File: src/rtl/ldpc_encode_ctrl.sv
// ldpc_encode_ctrl
// Sequencing controller for a systematic LDPC encode datapath.
// Holds the generator-P rows loaded over a config port, hands each
// accepted info word to the encoder for ENC_LAT cycles, captures the
// resulting codeword and presents it downstream until it is accepted.
//
// Handshake semantics (both sides): a transfer happens on a rising edge
// where valid and ready are both high. Once raised, o_valid stays high and
// o_codeword stays stable until the transfer. o_ready is high only in IDLE,
// so no input word is ever latched unless o_ready was 1 in that cycle.

module ldpc_encode_ctrl #(
  parameter int N       = 11,
  parameter int K       = 6,
  parameter int ENC_LAT = 1
) (
  input  logic                   clk,
  input  logic                   i_rst_n,
  input  logic                   i_cfg_we,
  input  logic [$clog2(K)-1:0]   i_cfg_addr,
  input  logic [N-K-1:0]         i_cfg_data,
  input  logic                   i_cfg_clr,
  input  logic                   i_valid,
  input  logic [K-1:0]           i_info,
  output logic                   o_ready,
  output logic                   o_enc_en,
  output logic [K-1:0]           o_info_bits,
  output logic [K*(N-K)-1:0]     o_generator_p,
  input  logic [N-1:0]           i_codeword,
  output logic                   o_valid,
  output logic [N-1:0]           o_codeword,
  input  logic                   i_ready,
  output logic                   o_cfg_ok,
  output logic                   o_sys_err,
  output logic [1:0]             dbg_state
);

  localparam int PW = N - K;
  localparam int AW = $clog2(K);
  localparam int LW = (ENC_LAT > 1) ? $clog2(ENC_LAT) : 1;
  localparam logic [AW:0]   K_ROWS   = (AW + 1)'(K);
  localparam logic [LW-1:0] LAT_LOAD = LW'(ENC_LAT - 1);

  typedef enum logic [1:0] {
    S_CFG  = 2'd0,
    S_IDLE = 2'd1,
    S_ENC  = 2'd2,
    S_HOLD = 2'd3
  } state_t;

  state_t        state;
  logic [K-1:0]  mask;
  logic [K-1:0]  wr_hit;
  logic [K-1:0]  mask_next;
  logic [LW-1:0] lat_cnt;
  logic          cfg_open;
  logic          wr_ok;

  assign dbg_state = state;

  // Decode which row (if any) a config write targets this cycle.
  // Writes are only taken in CFG/IDLE, never alongside a clear, and never
  // for an address beyond the last row.
  always_comb begin
    cfg_open  = (state == S_CFG) || (state == S_IDLE);
    wr_ok     = i_cfg_we && cfg_open && !i_cfg_clr &&
                ({1'b0, i_cfg_addr} < K_ROWS);
    wr_hit    = '0;
    for (int r = 0; r < K; r++) begin
      wr_hit[r] = wr_ok && (i_cfg_addr == AW'(r));
    end
    mask_next = mask | wr_hit;
  end

  // Controller FSM with all outputs registered alongside the state.
  always_ff @(posedge clk or negedge i_rst_n) begin
    if (!i_rst_n) begin
      state         <= S_CFG;
      mask          <= '0;
      lat_cnt       <= '0;
      o_ready       <= 1'b0;
      o_enc_en      <= 1'b0;
      o_valid       <= 1'b0;
      o_cfg_ok      <= 1'b0;
      o_sys_err     <= 1'b0;
      o_info_bits   <= '0;
      o_codeword    <= '0;
      o_generator_p <= '0;
    end else if (i_cfg_clr) begin
      // Clear drops any in-flight word; the error flag is kept sticky.
      state    <= S_CFG;
      mask     <= '0;
      o_ready  <= 1'b0;
      o_enc_en <= 1'b0;
      o_valid  <= 1'b0;
      o_cfg_ok <= 1'b0;
    end else begin
      mask     <= mask_next;
      o_cfg_ok <= &mask_next;
      for (int r = 0; r < K; r++) begin
        if (wr_hit[r]) begin
          o_generator_p[r*PW +: PW] <= i_cfg_data;
        end
      end
      case (state)
        S_CFG: begin
          // Leave CFG on the same edge that completes the row mask.
          if (&mask_next) begin
            state   <= S_IDLE;
            o_ready <= 1'b1;
          end
        end
        S_IDLE: begin
          if (i_valid && o_ready) begin
            o_info_bits <= i_info;
            lat_cnt     <= LAT_LOAD;
            state       <= S_ENC;
            o_ready     <= 1'b0;
            o_enc_en    <= 1'b1;
          end
        end
        S_ENC: begin
          if (lat_cnt == '0) begin
            o_codeword <= i_codeword;
            // Systematic part of the codeword must equal the info word.
            if (i_codeword[N-1 -: K] != o_info_bits) begin
              o_sys_err <= 1'b1;
            end
            state    <= S_HOLD;
            o_enc_en <= 1'b0;
            o_valid  <= 1'b1;
          end else begin
            lat_cnt <= lat_cnt - LW'(1);
          end
        end
        S_HOLD: begin
          if (i_ready) begin
            state   <= S_IDLE;
            o_valid <= 1'b0;
            o_ready <= 1'b1;
          end
        end
        default: begin
          state    <= S_CFG;
          o_ready  <= 1'b0;
          o_enc_en <= 1'b0;
          o_valid  <= 1'b0;
        end
      endcase
    end
  end

endmodule

File: config.mk
export PLATFORM = sky130hd
export DESIGN_NAME = ldpc_encode_ctrl
export DESIGN_NICKNAME = d
export VERILOG_FILES = /design/src/rtl/ldpc_encode_ctrl.sv
export SDC_FILE = /design/constraint.sdc
export NUM_CORES = 1
export LEC_CHECK = 0
export CAP_MARGIN = 20
export CORE_MARGIN = 4
export CORE_UTILIZATION = 46
export DETAILED_ROUTE_END_ITERATION = 12
export PLACE_DENSITY = 0.8
export SYNTH_ARGS = -nofsm -noshare
export SYNTH_HDL_FRONTEND = slang
export SYNTH_SLANG_ARGS = --single-unit
File: constraint.sdc
create_clock -name clk -period 2.3 [get_ports clk]
set_input_delay 0.46 -clock clk [delete_from_list [all_inputs] [get_ports clk]]
set_output_delay 0.46 -clock clk [all_outputs]
set_load 0.02 [all_outputs]
### Word-level counts from Yosys, hierarchy flattened

Index checks and enable logic that the tools add are counted.

* reduce and logical (&&, ||, !) cells: 33
* eq/ne operators: 14
* multiplexer cells: 23
* magnitude comparators: 1
* div/mod/pow operators: 0
* shift operators: 0
* add/sub/neg operators: 1
* bitwise operators: 3
* multiply operators: 0

Operators with widths (count)
* 3-bit AND reduction: 5
* 1-bit 2-to-1 mux: 12
* 2-bit AND reduction: 6
* 4-bit AND reduction: 3
* 1-bit logical AND: 10
* 2-bit 2-to-1 mux: 5
* 2-bit case mux with 4 select lines: 1
* 3-bit by 2-bit == test with 1-bit output (second input constant): 2
* 3-bit == test (second input constant): 2
* 6-bit 2-to-1 mux: 1
* 3-bit by 2-bit inequality test with 1-bit output (second input constant): 2
* 3-bit inequality test (second input constant): 2
* 6-bit inequality test: 1
* 6-bit OR: 1
* 1-bit case mux with 2 select lines: 3
* 6-bit AND reduction: 1
* 3-bit nonzero test: 2
* 2-bit == test (second input constant): 2
* 4-bit nonzero test: 1
* 3-bit by 1-bit == test with 1-bit output (second input constant): 1
* 3-bit zero test: 1
* 3-bit less-than comparator (second input constant): 1
* 1-bit case mux with 3 select lines: 1
* 2-bit by 1-bit == test with 1-bit output (second input constant): 1
* 7 further kinds: 8

* memory bits (read-only): 0
* latch bits: 0
* logic and storage cells: 91
* memories kept: 0
* output and inout bits: 54
* bits in writable memories: 0
* register bits after elaboration: 61

### Logic depth before layout (Yosys ltp)

Gate-level depths: netlist of the first run.

* depth in word-level cells: 11
* mapped depth: 7

### Worst setup path before layout of the first run

No wires, ideal clock.

* path kind: reg2reg
* from: register state[1] (netlist: dbg_state[1])
* to: register state[0] (netlist: dbg_state[0])
* buffers on the path: 0
* data required time: 2172 ps
* cell stages (with the launch flop): 8
* path slack: 88 ps
* arrival time: 2084 ps
* setup time: 128 ps
* path through: dfrtp_1 -> inv_1 -> ha_1 -> nor2_1 -> nor4_4 -> a22oi_2 -> o31ai_4 -> mux2_1

* cells in the longest elaborated chain, start to end: 10

RTL lines
* from (decl): RTL line 51 `state_t state;`
* from (signal assigned): RTL line 78 `state <= S_CFG;`
* from (signal assigned): RTL line 91 `state <= S_CFG;`
* from (signal assigned): RTL line 109 `state <= S_IDLE;`
* 2-bit by 1-bit == test with 1-bit output or 2-bit zero test (tied branches): RTL line 65, 105
* 1-bit logical OR: RTL line 65 `cfg_open = (state == S_CFG) || (state == S_IDLE);`
* 1-bit logical AND (3 in a row): RTL line 66 `wr_ok = i_cfg_we && cfg_open && !i_cfg_clr &&`
* 1-bit logical AND: RTL line 70 `wr_hit[r] = wr_ok && (i_cfg_addr == AW'(r));`
* 6-bit OR: RTL line 72 `mask_next = mask | wr_hit;`
* 6-bit AND reduction: RTL line 108 `if (&mask_next) begin`
* 3-bit by 2-bit inequality test with 1-bit output (no source line)
* 4-bit AND reduction (no source line)

Parallel ways exist; a longest one is shown, timed or not.
A chain may end at the register's enable or synchronous reset.

### Final worst setup path of the first run

* from: register state[0] (netlist: dbg_state[0])
* to: register state[0] (netlist: dbg_state[0])

The elaborated chain is that of the path after synthesis.

==> results of run 1 <==
[kinds of logic (layout without fill, tap and decap cells)]
logic type / count (synthesis) / in the layout / synth area share, %
AND/OR/NAND/NOR: 84 / 84 / 16.2
flip-flops: 60 / 60 / 56.3
buffers and inverters: 13 / 118 / 2.30
multiplexers: 39 / 39 / 16.4
XOR/XNOR: 6 / 6 / 1.97
adder cells (fa/ha/maj): 4 / 4 / 1.88
AO/OA/AOI/OAI: 16 / 16 / 5.02
[where the power goes]
group / internal, mW / switching, mW / total (mW)
clock: 0.783 / 0.415 / 1.20
sequential: 1.30 / 0.124 / 1.42
combinational: 0.650 / 0.619 / 1.27
total: 2.73 / 1.16 / 3.89
[metal layers]
metal | wire length [um] | vias to the layer above | part of all wire [%] | track usage [%]
li1 | - | 955 | - | -
met1 | 2620 | 1000 | 42 | 23.5
met2 | 3260 | 60 | 52 | 31.6
met3 | 316 | 9 | 5.0 | 5.40
met4 | 71 | 0 | 1.1 | 7.46
met5 | 0 | - | 0 | 0
[critical path, delay by kind of cell (launching register included)]
family	cells	cell delay [ns]
muxes	1	0.34
and+or+nand+nor	1	0.13
buffers and inverters	1	0.14
DFF	1	0.42
AOI/OAI and AO/OA	3	0.78
adders and majority gates	1	0.24
[flip-flops by register name, summed over array words and instances (netlist names)]
name           count
dbg_state          2
mask               6
o_cfg_ok           1
o_codeword        11
o_enc_en           1
o_generator_p     30
o_info_bits        6
o_ready            1
o_sys_err          1
o_valid            1
[final cells by class]
class                   instances  area share [%]
flip-flops and latches         60            38.4
clock inverters                 5            2.75
well taps                      72            2.30
multi-input cells             149            28.3
repair buffers                 97            23.9
clock buffers                  11            3.87
inverters                       5           0.480
[cell usage after synthesis (all sizes together)]
library cell  instances
a21oi                 5
a22oi                 1
a21o                  1
o211ai                2
nor4                  3
xor2                  4
nand4b                1
nand2b                7
nor2                 15
nand3                 3
nor2b                 3
o22ai                 1
a31oi                 1
ha                    4
and2                  1
xnor2                 2
o31ai                 2
a31o                  1
dfrtp                60
or3                   1
nand2                41
mux2                 37
nor3                  3
mux2i                 2
a21boi                1
nand3b                4
clkbuf                5
inv                   5
buf                   3
o41ai                 1
or2                   2
[cell usage in the layout, fill, tap and decap left out, types with 2 or more instances in the layout]
cell type,count
a21oi_1,5
buf_4,13
bufinv_16,3
clkbuf_8,11
clkdlybuf4s50_1,83
clkinv_4,2
dfrtp_1,60
ha_1,3
inv_1,5
mux2_1,5
mux2_2,32
mux2i_1,2
nand2_1,41
nand2b_1,6
nand3_1,3
nand3b_1,4
nor2_1,15
nor2b_1,3
nor3_2,2
nor4_4,2
o211ai_1,2
or2_2,2
xnor2_1,2
xor2_1,4
[path summary, 6_finish.rpt]
kind,to,depth (start not counted),from,slack (ns)
worst min register to register,o_sys_err,1,o_sys_err,0.47
min in group clk,o_sys_err,1,o_sys_err,0.47
max in group asynchronous,o_codeword[7],2,i_rst_n,1.52
worst min-delay path,o_generator_p[13],2,i_rst_n,0.27
worst max-delay path,dbg_state[0],7,dbg_state[0],0.14
worst max register to register,dbg_state[0],7,dbg_state[0],0.14
[through the flow]
stage               cells  setup TNS, ns  hold slack, ns
global route          399              0           0.330
global placement      383        -0.0114           0.440
finish                399              0           0.269
floorplan             222              0           0.164
CTS                   399              0           0.306
detailed placement    383         -0.184           0.462
[what timing repair did]
action / 4_1_cts / 5_1_grt
endpoints found under the setup margin: 0 / 4
resized for setup: 0 / 1
hold endpoints to repair: 0 / 0
hold buffers: 0 / 0
==> flow_metrics.env, run 1 <==
export IMPL_grt_pass1_vias=2077
export IMPL_required_ns=2.51
export IMPL_drt_wl_total_um=6260
export IMPL_crit_type="flip-flop to flip-flop"
export IMPL_overflow=0
export IMPL_antenna_found_initial=0
export IMPL_multi_input_area_um2=1110
export IMPL_synthCells=222
export IMPL_fin_worst_skew_ns=0.00759
export IMPL_startpoint_type="flip-flop"
export IMPL_cts_tree="yes"
export IMPL_seq_area_um2=1500
export IMPL_power_leakage_nw=1.75
export IMPL_dpl_worst_slack_ns=-0.122
export IMPL_grt_max_degree=61
export IMPL_viasPerCell=5.07
export IMPL_end_kind="flip-flop"
export IMPL_synth_distinct_cells=38
export IMPL_n_antenna_cell=0
export IMPL_die_area_um2=7080
export IMPL_wl_per_cell_um=15.7
export IMPL_vias=2024
export IMPL_initial_core_util_pct=47.9
export IMPL_nFillCells=426
export IMPL_area_growth_pct=46.6
export IMPL_maxCapViolations=0
export IMPL_fp_dieW_um=84.2
export IMPL_stdcell_area_um2=3910
export IMPL_grt_pass1_wl_um=10500
export IMPL_die_h_um=84.2
export IMPL_clock_fmax_mhz=462
export IMPL_gp_congestion=0.814
export IMPL_synthTopCellsByArea="dfrtp_1 (56%), mux2_2 (14%), nand2_1 (5.8%)"
export IMPL_post_route_util_pct=70.2
export IMPL_final_setup_worst_slack_ns=0.137
export IMPL_cts_setup_buffers=0
export IMPL_port_buffers=84
export IMPL_cts_buffer_depth=2
export IMPL_drt_iter0_drc=86
export IMPL_ioPinCount=85
export IMPL_yosysSeqAreaShare_pct=56.3
export IMPL_rsz0062_at_grt="no"
export IMPL_detail_route_drc_violations=0
export IMPL_layout_drive_gt1_share_pct=22.6
export IMPL_ys_warn_count=0
export IMPL_drt_pre_antenna_iters=4
export IMPL_core_um2=5570
export IMPL_cts_root_buffer_cell="clkbuf_8"
export IMPL_ant_nets=0
export IMPL_hold_viol_final=0
export IMPL_setup_viol=0
export IMPL_slowest_delay_ns=0.42
export IMPL_htreeDepth=3
export IMPL_powerDensity_nw_per_um2=995
export IMPL_num_rows=27
export IMPL_vdd_drop_max_mv=0.659
export IMPL_cts_clk_slew_worst_paths_ns=0.07
export IMPL_syn_num_nets=257
export IMPL_synth_seq_cells=60
export IMPL_min_period_ns=2.16
export IMPL_cp_cell_sequence="inv_1 -> ha_2 -> nor2_1 -> o41ai_2 -> a22oi_2 -> o31ai_4 -> mux2_1"
export IMPL_dpl_hpwl_um=4580
export IMPL_syn_avg_cell_area_um2=12.0
export IMPL_status="finished clean"
export IMPL_max_slew_worst_pin_slew_ns=0.838
export IMPL_crit_slowest_cell="dfrtp_1"
export IMPL_total_power_mw=3.89
export IMPL_min_path_type="input port to async pin"
export IMPL_nets=357
export IMPL_synth_area_um2=2670
export IMPL_crit_fanout=5
export IMPL_synth_top_area_cell="dfrtp_1"
export IMPL_clkSinkCount=60
export IMPL_synth_top_area_share_pct=56.3
export IMPL_cp_arrival_ns=2.38
export IMPL_clock_latency_ns=0.33
export IMPL_grt_use_total_pct=19.0
export IMPL_fin_crit_sh_pct=94.0
export IMPL_numCtsBuffers=9
export IMPL_slew_headroom_pct=44.0
export IMPL_placed_area_um2=3650
export IMPL_slew_violations=0
No activity file was read; power rests on OpenSTA's default activity.
==> run 2: changes to the inputs <==
- CORE_MARGIN: 4 -> 1.5
- SLEW_MARGIN: not set -> 10
==> run 2 against run 1 <==
  * Combinational power hardly changed
  * Core utilization rose by 0.20 points
  * First-iteration DRC count fell by 26%
  * Count of clock-buffer cells in the layout rose by 2
  * Wire length decreased by 3.1%
  * Global-route usage up 2.4 points
  * Die area down 12%
  * Non-clock buffer count rose by 2
  * Critical endpoint unchanged
  * Largest power group unchanged
==> flow_metrics.env, run 2 (synthesized netlist as in run 1, its figures left out) <==
export IMPL_status="finished clean"
export IMPL_power_frac_seq_pct=38.6
export IMPL_vdd_drop_max_mv=0.738
export IMPL_numCtsBuffers=9
export IMPL_swShare_pct=30.8
export IMPL_comb_power_share_pct=34.1
export IMPL_crit_type="flip-flop to flip-flop"
export IMPL_drt_wl_total_um=6070
export IMPL_antenna_found_initial=0
export IMPL_grt_use_total_pct=21.4
export IMPL_p_clk_share_pct=27.3
export IMPL_hold_viol_final=0
export IMPL_viasPerCell=4.93
export IMPL_slew_violations=0
export IMPL_layout_drive_gt1_share_pct=22.8
export IMPL_setup_viol=0
export IMPL_grt_max_degree=39
export IMPL_fin_crit_sh_pct=94.0
export IMPL_cts_buffer_depth=2
export IMPL_grt_pass1_wl_um=10000
export IMPL_clkSinkCount=60
export IMPL_nets=359
export IMPL_die_h_um=79.2
export IMPL_grt_pass1_vias=2021
export IMPL_total_power_mw=3.71
export IMPL_drt_pre_antenna_iters=4
export IMPL_dp_cells=385
export IMPL_maxCapViolations=0
export IMPL_placed_area_um2=3680
export IMPL_ant_nets=0
export IMPL_powerDensity_nw_per_um2=952
export IMPL_end_kind="flip-flop"
export IMPL_stdcell_area_um2=3900
export IMPL_overflow=0
export IMPL_detail_route_drc_violations=0
export IMPL_gp_congestion=0.828
export IMPL_fin_worst_skew_ns=0.00773
export IMPL_r2r_end="dbg_state[0]"
export IMPL_seq_area_um2=1500
export IMPL_initial_core_util_pct=48.2
export IMPL_cp_arrival_ns=2.38
export IMPL_wl_per_cell_um=15.1
export IMPL_final_cells=401
export IMPL_reg2reg_slack_ns=0.14
export IMPL_cts_root_buffer_cell="clkbuf_8"
export IMPL_rsz0062_at_grt="no"
export IMPL_drt_iter0_drc=64
export IMPL_internal_power_mw=2.57
export IMPL_whs_ns=0.107
export IMPL_dpl_hpwl_um=4500
export IMPL_n_antenna_cell=0
export IMPL_slew_headroom_pct=45.8
export IMPL_vias=1976
export IMPL_max_slew_worst_pin_slew_ns=0.811
export IMPL_ioPinCount=85
export IMPL_largest_reg_flops=30
export IMPL_final_setup_worst_slack_ns=0.137
export IMPL_port_buffers=84
export IMPL_num_rows=27
export IMPL_die_area_um2=6270
export IMPL_power_leakage_nw=1.75
export IMPL_crit_fanout=5
export IMPL_clock_fmax_mhz=462
export IMPL_cts_tree="yes"
export IMPL_startpoint_type="flip-flop"
export IMPL_clock_latency_ns=0.33
export IMPL_fp_dieW_um=79.2
export IMPL_r2r_start="dbg_state[0]"
export IMPL_setup_tns_ns=0
export IMPL_cts_setup_buffers=0
export IMPL_htreeDepth=3
export IMPL_power_switching_mw=1.14
export IMPL_required_ns=2.52
export IMPL_layout_cells_most_common="clkdlybuf4s50_1"
export IMPL_post_route_util_pct=70.4
export IMPL_core_um2=5540
export IMPL_reg2reg_depth=7
export IMPL_area_growth_pct=46.1
export IMPL_min_period_ns=2.16
export IMPL_dpl_worst_slack_ns=-0.122
export IMPL_multi_input_area_um2=1110
export IMPL_regMostFlops="o_generator_p"
export IMPL_final_cell_mix="clkdlybuf4s50_1 (83), dfrtp_1 (60), nand2_1 (41), mux2_2 (32), nor2_1 (15)"
export IMPL_nFillCells=416
export IMPL_reg_top3="o_generator_p x30, o_codeword x11"
export IMPL_min_path_type="input port to async pin"
export IMPL_cts_clk_slew_worst_paths_ns=0.07
-- run 2: changes by cell type in the layout (fill, tap and decap cells not counted), sizes merged --
cell      change
buf           +2
bufinv        -2
clkbuf        +2
clkinv        -1
clkinvlp      +1
-- run 2: how the worst max path moves through the flow --
| stage | from | end | slack [ns] | depth (start not counted) |
|---|---|---|---|---|
| floorplan | dbg_state[1] | dbg_state[0] | 0.09 | 7 |
| global placement | i_cfg_addr[2] | dbg_state[0] | -0.02 | 6 |
| detailed placement | i_cfg_clr | dbg_state[0] | -0.12 | 6 |
| CTS | dbg_state[0] | dbg_state[0] | 0.07 | 7 |
| global route | dbg_state[0] | dbg_state[0] | 0.02 | 7 |
| finish | dbg_state[0] | dbg_state[0] | 0.14 | 7 |
-- run 2: layout make-up --
type / count / share of cell area [%]
Clock buffer: 13 / 4.59
Clock inverter: 3 / 1.09
Inverter: 5 / 0.481
Multi-Input combinational cell: 149 / 28.4
Sequential cell: 60 / 38.5
Tap cell: 72 / 2.31
Timing Repair Buffer: 99 / 24.6
-- run 2: what timing repair did --
item | in CTS | in global routing
hold buffers | 0 | 0
endpoints found under the hold margin | 0 | 0
setup endpoints to repair | 0 | 2
resized for setup | 0 | 0
-- run 2: worst max-delay path, stage by stage (launching register included) --
cell     delay, ns
dfrtp_1       0.42
inv_1         0.12
ha_1          0.26
nor2_1        0.15
o41ai_2       0.32
a22oi_2       0.16
o31ai_4       0.27
mux2_1        0.34
-- run 2: per-layer routing --
| metal | share of wire, % | GRT usage, % | vias up |
|---|---|---|---|
| li1 | - | - | 956 |
| met3 | 4.0 | 6.44 | 12 |
| met2 | 50 | 34.6 | 40 |
| met4 | 2.2 | 8.77 | 0 |
| met1 | 44 | 26.7 | 968 |
| met5 | 0 | 0 | - |
-- run 2: power by group through the flow --
| stage | registers [mW] | clock network [mW] | logic, mW |
|---|---|---|---|
| global placement | 1.44 | 0 | 1.25 |
| finish | 1.43 | 1.01 | 1.26 |
| floorplan | 1.74 | 0 | 0.296 |
| global route | 1.46 | 1.09 | 1.34 |
| CTS | 1.44 | 1.03 | 1.28 |
| detailed placement | 1.45 | 0 | 1.27 |
